--- config.mk ---
export PLATFORM = sky130hd
export DESIGN_NAME = cache_mem_arbiter
export DESIGN_NICKNAME = d
export VERILOG_FILES = /design/src/rtl/cache_mem_arbiter_pkg.sv /design/src/rtl/cache_mem_arbiter_rr_arb2.sv /design/src/rtl/cache_mem_arbiter.sv
export SDC_FILE = /design/constraint.sdc
export NUM_CORES = 1
export LEC_CHECK = 0
export ABC_AREA = 1
export CAP_MARGIN = 20
export CORE_ASPECT_RATIO = 0.9
export CORE_UTILIZATION = 42
export CTS_CLUSTER_DIAMETER = 200
export DETAILED_ROUTE_END_ITERATION = 7
export PLACE_DENSITY = 0.8
export SLEW_MARGIN = 20
export SYNTH_ARGS = -nofsm -noshare
export SYNTH_HDL_FRONTEND = slang
export SYNTH_SLANG_ARGS = --single-unit
--- constraint.sdc ---
create_clock -name clk -period 2.5 [get_ports clk]
set_input_delay 0.25 -clock clk [delete_from_list [all_inputs] [get_ports clk]]
set_output_delay 0.25 -clock clk [all_outputs]
set_load 0.03 [all_outputs]
--- src/rtl/cache_mem_arbiter_pkg.sv ---
// Constants shared by the cache controller and the cache memory arbiter:
// bus state encoding, block width and access-counter width.
package cache_mem_arbiter_pkg;

    localparam int WORD_W = 10;
    localparam int BLK_W  = 2 * WORD_W;
    localparam int CNT_W  = 4;

    typedef enum logic [1:0] {
        ST_IDLE   = 2'b00,
        ST_ACCESS = 2'b01,
        ST_RESP   = 2'b10
    } arb_state_e;

endpackage

--- src/rtl/cache_mem_arbiter_rr_arb2.sv ---
// Two-way round-robin tie-break: a lone request always wins, a tie goes to
// the requester that was not granted last.
module rr_arb2 (
    input  logic [1:0] req,
    input  logic       last,
    output logic       gnt_idx,
    output logic       any
);

    always_comb begin
        any = |req;
        case (req)
            2'b01:   gnt_idx = 1'b0;
            2'b10:   gnt_idx = 1'b1;
            2'b11:   gnt_idx = ~last;
            default: gnt_idx = 1'b0;
        endcase
    end

endmodule

--- src/rtl/cache_mem_arbiter.sv ---
// Shares one single-port block RAM between two cache requesters; each
// transaction runs IDLE -> ACCESS (RAM_LAT cycles) -> RESP (one-cycle ready).
module cache_mem_arbiter
    import cache_mem_arbiter_pkg::*;
#(
    parameter int RAM_LAT = 1,
    parameter int AW      = 10
) (
    input  logic             clk,
    input  logic             rst,
    input  logic             req0,
    input  logic             rw0,
    input  logic [AW-1:0]    addr0,
    input  logic [BLK_W-1:0] wdata0,
    input  logic             req1,
    input  logic             rw1,
    input  logic [AW-1:0]    addr1,
    input  logic [BLK_W-1:0] wdata1,
    output logic             ready0,
    output logic [BLK_W-1:0] rdata0,
    output logic             ready1,
    output logic [BLK_W-1:0] rdata1,
    output logic             ram_en,
    output logic             ram_we,
    output logic [AW-1:0]    ram_addr,
    output logic [BLK_W-1:0] ram_wdata,
    input  logic [BLK_W-1:0] ram_rdata,
    output logic             grant,
    output logic             busy
);

    localparam logic [CNT_W-1:0] LAST_CNT = CNT_W'(RAM_LAT - 1);

    arb_state_e       state_q, state_d;
    logic [CNT_W-1:0] cnt_q, cnt_d;
    logic             last_q, last_d;
    logic             grant_q, grant_d;
    logic             rw_q, rw_d;
    logic [AW-1:0]    addr_q, addr_d;
    logic [BLK_W-1:0] wdata_q, wdata_d;
    logic [BLK_W-1:0] rdata0_q, rdata0_d;
    logic [BLK_W-1:0] rdata1_q, rdata1_d;

    logic             arb_idx;
    logic             arb_any;
    logic             access_done;

    rr_arb2 u_arb (
        .req     ({req1, req0}),
        .last    (last_q),
        .gnt_idx (arb_idx),
        .any     (arb_any)
    );

    assign access_done = (state_q == ST_ACCESS) && (cnt_q == LAST_CNT);

    // State register
    always_ff @(posedge clk or posedge rst) begin
        if (rst) begin
            state_q <= ST_IDLE;
        end else begin
            state_q <= state_d;
        end
    end

    // Next-state logic
    always_comb begin
        state_d = state_q;
        case (state_q)
            ST_IDLE:   if (arb_any) state_d = ST_ACCESS;
            ST_ACCESS: if (access_done) state_d = ST_RESP;
            ST_RESP:   state_d = ST_IDLE;
            default:   state_d = ST_IDLE;
        endcase
    end

    // Output logic
    always_comb begin
        ram_en = 1'b0;
        ram_we = 1'b0;
        ready0 = 1'b0;
        ready1 = 1'b0;
        busy   = 1'b0;
        grant  = 1'b0;
        case (state_q)
            ST_ACCESS: begin
                ram_en = 1'b1;
                ram_we = rw_q;
                busy   = 1'b1;
                grant  = grant_q;
            end
            ST_RESP: begin
                ready0 = ~grant_q;
                ready1 = grant_q;
                busy   = 1'b1;
                grant  = grant_q;
            end
            default: ;
        endcase
    end

    // The request is latched at grant, so requesters may change or drop
    // their inputs for the rest of the transaction.
    always_comb begin
        cnt_d    = cnt_q;
        last_d   = last_q;
        grant_d  = grant_q;
        rw_d     = rw_q;
        addr_d   = addr_q;
        wdata_d  = wdata_q;
        rdata0_d = rdata0_q;
        rdata1_d = rdata1_q;
        case (state_q)
            ST_IDLE: begin
                if (arb_any) begin
                    cnt_d   = '0;
                    grant_d = arb_idx;
                    last_d  = arb_idx;
                    rw_d    = arb_idx ? rw1    : rw0;
                    addr_d  = arb_idx ? addr1  : addr0;
                    wdata_d = arb_idx ? wdata1 : wdata0;
                end
            end
            ST_ACCESS: begin
                cnt_d = cnt_q + 1'b1;
                if (access_done && !rw_q) begin
                    if (grant_q) begin
                        rdata1_d = ram_rdata;
                    end else begin
                        rdata0_d = ram_rdata;
                    end
                end
            end
            default: ;
        endcase
    end

    // Datapath registers; last-grant resets to 1 so requester 0 wins the first tie
    always_ff @(posedge clk or posedge rst) begin
        if (rst) begin
            cnt_q    <= '0;
            last_q   <= 1'b1;
            grant_q  <= 1'b0;
            rw_q     <= 1'b0;
            addr_q   <= '0;
            wdata_q  <= '0;
            rdata0_q <= '0;
            rdata1_q <= '0;
        end else begin
            cnt_q    <= cnt_d;
            last_q   <= last_d;
            grant_q  <= grant_d;
            rw_q     <= rw_d;
            addr_q   <= addr_d;
            wdata_q  <= wdata_d;
            rdata0_q <= rdata0_d;
            rdata1_q <= rdata1_d;
        end
    end

    assign ram_addr  = addr_q;
    assign ram_wdata = wdata_q;
    assign rdata0    = rdata0_q;
    assign rdata1    = rdata1_q;

endmodule

# After elaboration in Yosys (flattened, before gate mapping)
# Cells that the tools add are included.
[word_totals] wordCells=46 ff_bits=79 in_bits=86
[classes] bitwise=2 add_sub_neg=1 n_reduce_logical=13 muxes=15 eq_ne=6
[ops] cell="$mux W20" count=1
[ops] cell="$mux W10" count=1
[ops] cell="$pmux W4 S2" count=1
[ops] cell="$mux W1" count=7
[ops] cell="$eq A2 B2 Y1 const B" count=3
[ops] cell="$reduce_and A2 Y1" count=3
[ops] cell="$reduce_and A3 Y1" count=2
[ops] cell="$add A4 B1 Y4 const B" count=1
[ops] cell="$logic_not A4 Y1" count=1
[ops] cell="$mux W2" count=2
[ops] cell="$mux W4" count=1
[ops] cell="$ne A2 B2 Y1 const B" count=2
[ops] cell="$pmux W2 S2" count=1
[ops] cell="$reduce_or A2 Y1" count=2
[ops] cell="$eq A2 B1 Y1 const B" count=1
[ops] cell="$logic_and A1 B1 Y1" count=2
[ops] cell="$logic_not A2 Y1" count=1
[ops] cell="$not A1 Y1" count=2
[ops] cell="$pmux W1 S2" count=1
[ops] cell="$reduce_bool A2 Y1" count=1
[ops] cell="$logic_not A1 Y1" count=1

# Depth between registers and ports, before layout
[logic_depth] depth_word=4 ltp_mapped=9 mapped_depth_nobuf=7

# By module
# From an unflattened synthesis, not the netlist that was laid out.
[unflattened] hier_cells=419 area_unflattened_um2=3661.0
[modules_own_cells] module="cache_mem_arbiter" area_each_um2=3646.0 seq_area_each_um2=1978.1 n_inst=1 cells_per_inst=416
[modules_own_cells] module="rr_arb2" area_each_um2=15.0 seq_area_each_um2=0.0 n_inst=1 cells_per_inst=3

# Worst setup path before layout
# No wires, ideal clock.
[synth_path] path_type="reg2reg" startpoint="register state_q[1]" endpoint="register rdata0_q[6] (netlist: rdata0[6])" path_stages_with_launch=10 path_buffers=2 slack_ns=0.779 setup_time_ns=0.119 t_arrival_ns=1.602 cell_sequence="dfrtp_1 inv_1 ha_1 buf_4 inv_1 nor2_2 nand3_2 buf_4 nand2_1 o21ai_2"
[synth_via] elab_chain_len=4
[synth_rtl] element="from (decl)" line="cache_mem_arbiter.sv:34" text="arb_state_e state_q, state_d;"
[synth_rtl] element="from (signal assigned)" line="cache_mem_arbiter.sv:62" text="state_q <= state_d;"
[synth_rtl] element="$eq A2 B1 Y1 (*)" line="cache_mem_arbiter.sv:55, cache_mem_arbiter.sv:113"
[synth_rtl] element="$logic_and A1 B1 Y1" line="cache_mem_arbiter.sv:55" text="assign access_done = (state_q == ST_ACCESS) && (cnt_q == LAST_CNT);"
[synth_rtl] element="$logic_and A1 B1 Y1" line="cache_mem_arbiter.sv:126" text="if (access_done && !rw_q) begin"
[synth_rtl] element="$reduce_and A3 Y1 (no line) (*)"
[synth_rtl] element="to (signal assigned)" line="cache_mem_arbiter.sv:156" text="rdata0_q <= rdata0_d;"
[synth_rtl] element="to (decl)" line="cache_mem_arbiter.sv:41" text="logic [BLK_W-1:0] rdata0_q, rdata0_d;"
# Every way passes the cells marked *; elsewhere a longest branch is shown, timed or not.
# A chain may end at the register's enable or synchronous reset.

# Final worst setup path
[layout_path] startpoint="register state_q[1]" endpoint="output ram_we"
[layout_via] elab_chain_len=2
[layout_rtl] element="$eq A2 B1 Y1" line="cache_mem_arbiter.sv:85" text="case (state_q)"
[layout_rtl] element="$mux W1" line="cache_mem_arbiter.sv:85"
[layout_rtl] element="to (decl)" line="cache_mem_arbiter.sv:24" text="output logic ram_we,"
# No other way between the ends.

==> results.json <==
{
  "cts.sink_count": 79,
  "synth_edf_count": 0,
  "post_cts.repair.setup_buffers": 0,
  "yosys.area.top_type": "dfrtp_1",
  "final_hold_viol_count": 0,
  "first_global_vias": 3204,
  "cts_resized": 0,
  "hold_path_class": "input pin to async pin",
  "initial_core_util_pct": 44.20,
  "p_leak_nw": 2.724,
  "ir_drop_v": 0.0005495,
  "async_flop_share_pct": 100.0,
  "slew_violations": 0,
  "status": "finished clean",
  "cts_buffers": 9,
  "fillCellCount": 657,
  "crit_path_end_kind": "output pin",
  "grt_max_degree": 63,
  "placed_cells": 680,
  "arrival_ns": 1.96,
  "routed-via-count": 3295,
  "avgSynthCellArea_um2": 8.675,
  "relSlewSlack_pct": 55.35,
  "worst_ep_required_time_ns": 2.25,
  "worstSetupPathType": "register to output pin",
  "fmax_mhz": 452.8,
  "wl_per_cell_um": 12.69,
  "antenna_left": 0,
  "fp.dieH_um": 90.26,
  "io_pins": 162,
  "ys.flop_type": "dfrtp_1",
  "dp_hpwl_mm": 6.467,
  "instances_no_fill": 696,
  "synth_most_common_cell": "nand2_1",
  "drive_above_1_share_pct": 6.196,
  "grt_overflow": 0,
  "holdWs_ns": 0.3125,
  "synth_area_leaders": "dfrtp_1, nand2_1, inv_1",
  "clock_skew_ns": 0.01043,
  "synthDistinctLibCells": 21,
  "cts_tree": "built",
  "groute.usage.overall_pct": 20.67,
  "period_minus_slack_ns": 2.209,
  "power_density_nw_per_um2": 1350,
  "postCtsHoldBufs": 0,
  "die_width_um": 100.1,
  "rsz0062_at_grt": "no",
  "core_area_um2": 8223,
  "period_share_pct": 88.34,
  "grt_pass1_wl_mm": 14.87,
  "syn-num-nets": 511,
  "ys_seq_elements": 79,
  "cap_violations": 0,
  "firstDrtPassIters": 4,
  "drc_errors": 0,
  "syn2layout_area_growth_pct": 51.77,
  "routabilityCongestion": 0.8668,
  "cts-root-buf": "clkbuf_8",
  "synthTopCellsByCount": "nand2_1, dfrtp_1, inv_1",
  "startpoint_type": "register",
  "wirelength_mm": 8.829,
  "syn_inst": 419,
  "regArea_um2": 1978,
  "fin_nets": 668,
  "io_buffers": 161,
  "cts_buffer_depth": 2,
  "fin_tns_setup_ns": 0,
  "synth_top_cell_area_share_pct": 53.70,
  "critPathMaxFanout": 9,
  "worst_pin_slew_ns": 0.6690,
  "num_rows": 31,
  "yosysSeqAreaShare_pct": 54.42,
  "ctsHtreeMaxLevel": 3,
  "grt_antenna_before_repair": 0,
  "clk_pin_slew_worst_paths_ns": 0.08,
  "multiInputGateArea_um2": 1245,
  "n_antenna_cell": 0,
  "drtIter0Drc": 86,
  "syn_area_um2": 3635,
  "yosys_warnings": 0,
  "setup_viol": 0,
  "clk_latency_ns": 0.34,
  "die_area_um2": 9031,
  "routed_via_density": 4.734
}
## report_power, final
part / switching [mW] / internal [mW]
registers: 0.375 / 1.92
clock network: 0.449 / 0.590
logic: 2.45 / 1.65
## final cells by class
cell class	instances	share of cell area [%]
Sequential cell	79	35.86
Timing Repair Buffer	167	30.48
Multi-Input combinational cell	254	22.57
Inverter	65	4.445
Tap cell	115	2.608
Clock buffer	11	2.563
Clock inverter	5	1.474
## layer usage
layer	track usage [%]	part of all wire [%]	vias to the layer above
li1	-	-	1628
met5	0	0	-
met1	27.18	44	1508
met2	33.62	47	147
met4	5.918	1.3	0
met3	5.495	8.5	12
## worst paths after layout
check	cells past startpoint	startpoint	slack [ns]	endpoint
setup / recovery	5	state_q[1]	0.29	ram_we
hold / removal	2	rst	0.31	rdata1[17]
setup reg to reg	8	state_q[1]	0.78	rdata1[0]
hold reg to reg	2	last_q	0.47	last_q
max in group asynchronous	3	rst	1.59	ram_wdata[16]
min in group clk	2	last_q	0.47	last_q
## state kept, by name, indices dropped and copies added, names as in the netlist
register / count
rdata0: 20
grant_q: 1
rdata1: 20
state_q: 2
rw_q: 1
last_q: 1
ram_wdata: 20
ram_addr: 10
cnt_q: 4
## critical path: stages (launching register included)
cell and delay, ns:
dfrtp_1 0.40, inv_1 0.11, ha_1 0.32, nand2_1 0.08, inv_1 0.06, clkdlybuf4s50_1 0.66
## through the flow
step | cell area [µm²] | utilization (%) | power, mW | setup slack [ns]
2_1_floorplan | 3635 | - | 4.804 | 0.2283
3_3_place_gp | 5294 | 64.38 | 6.338 | 0.6848
3_5_place_dp | 5294 | 64.38 | 6.456 | 0.6503
4_1_cts | 5517 | 67.09 | 7.514 | 0.2756
5_1_grt | 5517 | 67.09 | 7.950 | 0.1332
6_report | 5517 | 67.09 | 7.445 | 0.2914
## layout by cell type, fill, tap and decap left out, types with 2 or more instances in the layout
cell type,instances
buf_12,2
buf_4,4
bufinv_16,2
clkbuf_8,10
clkdlybuf4s50_1,161
clkinv_2,2
dfrtp_1,78
ha_1,6
inv_1,62
inv_2,2
nand2_1,153
nand3_1,7
nand3_2,2
nand4_1,3
nor2_1,4
o211ai_1,31
o21ai_0,3
o21ai_1,36
o21ai_2,5
## logic make-up after synthesis
family          synth area share, %
buf+inv                       11.33
compound gates                13.42
fa+ha+maj                     2.065
flops                         54.42
simple gates                  18.76
(Power assumes the default switching activity.)
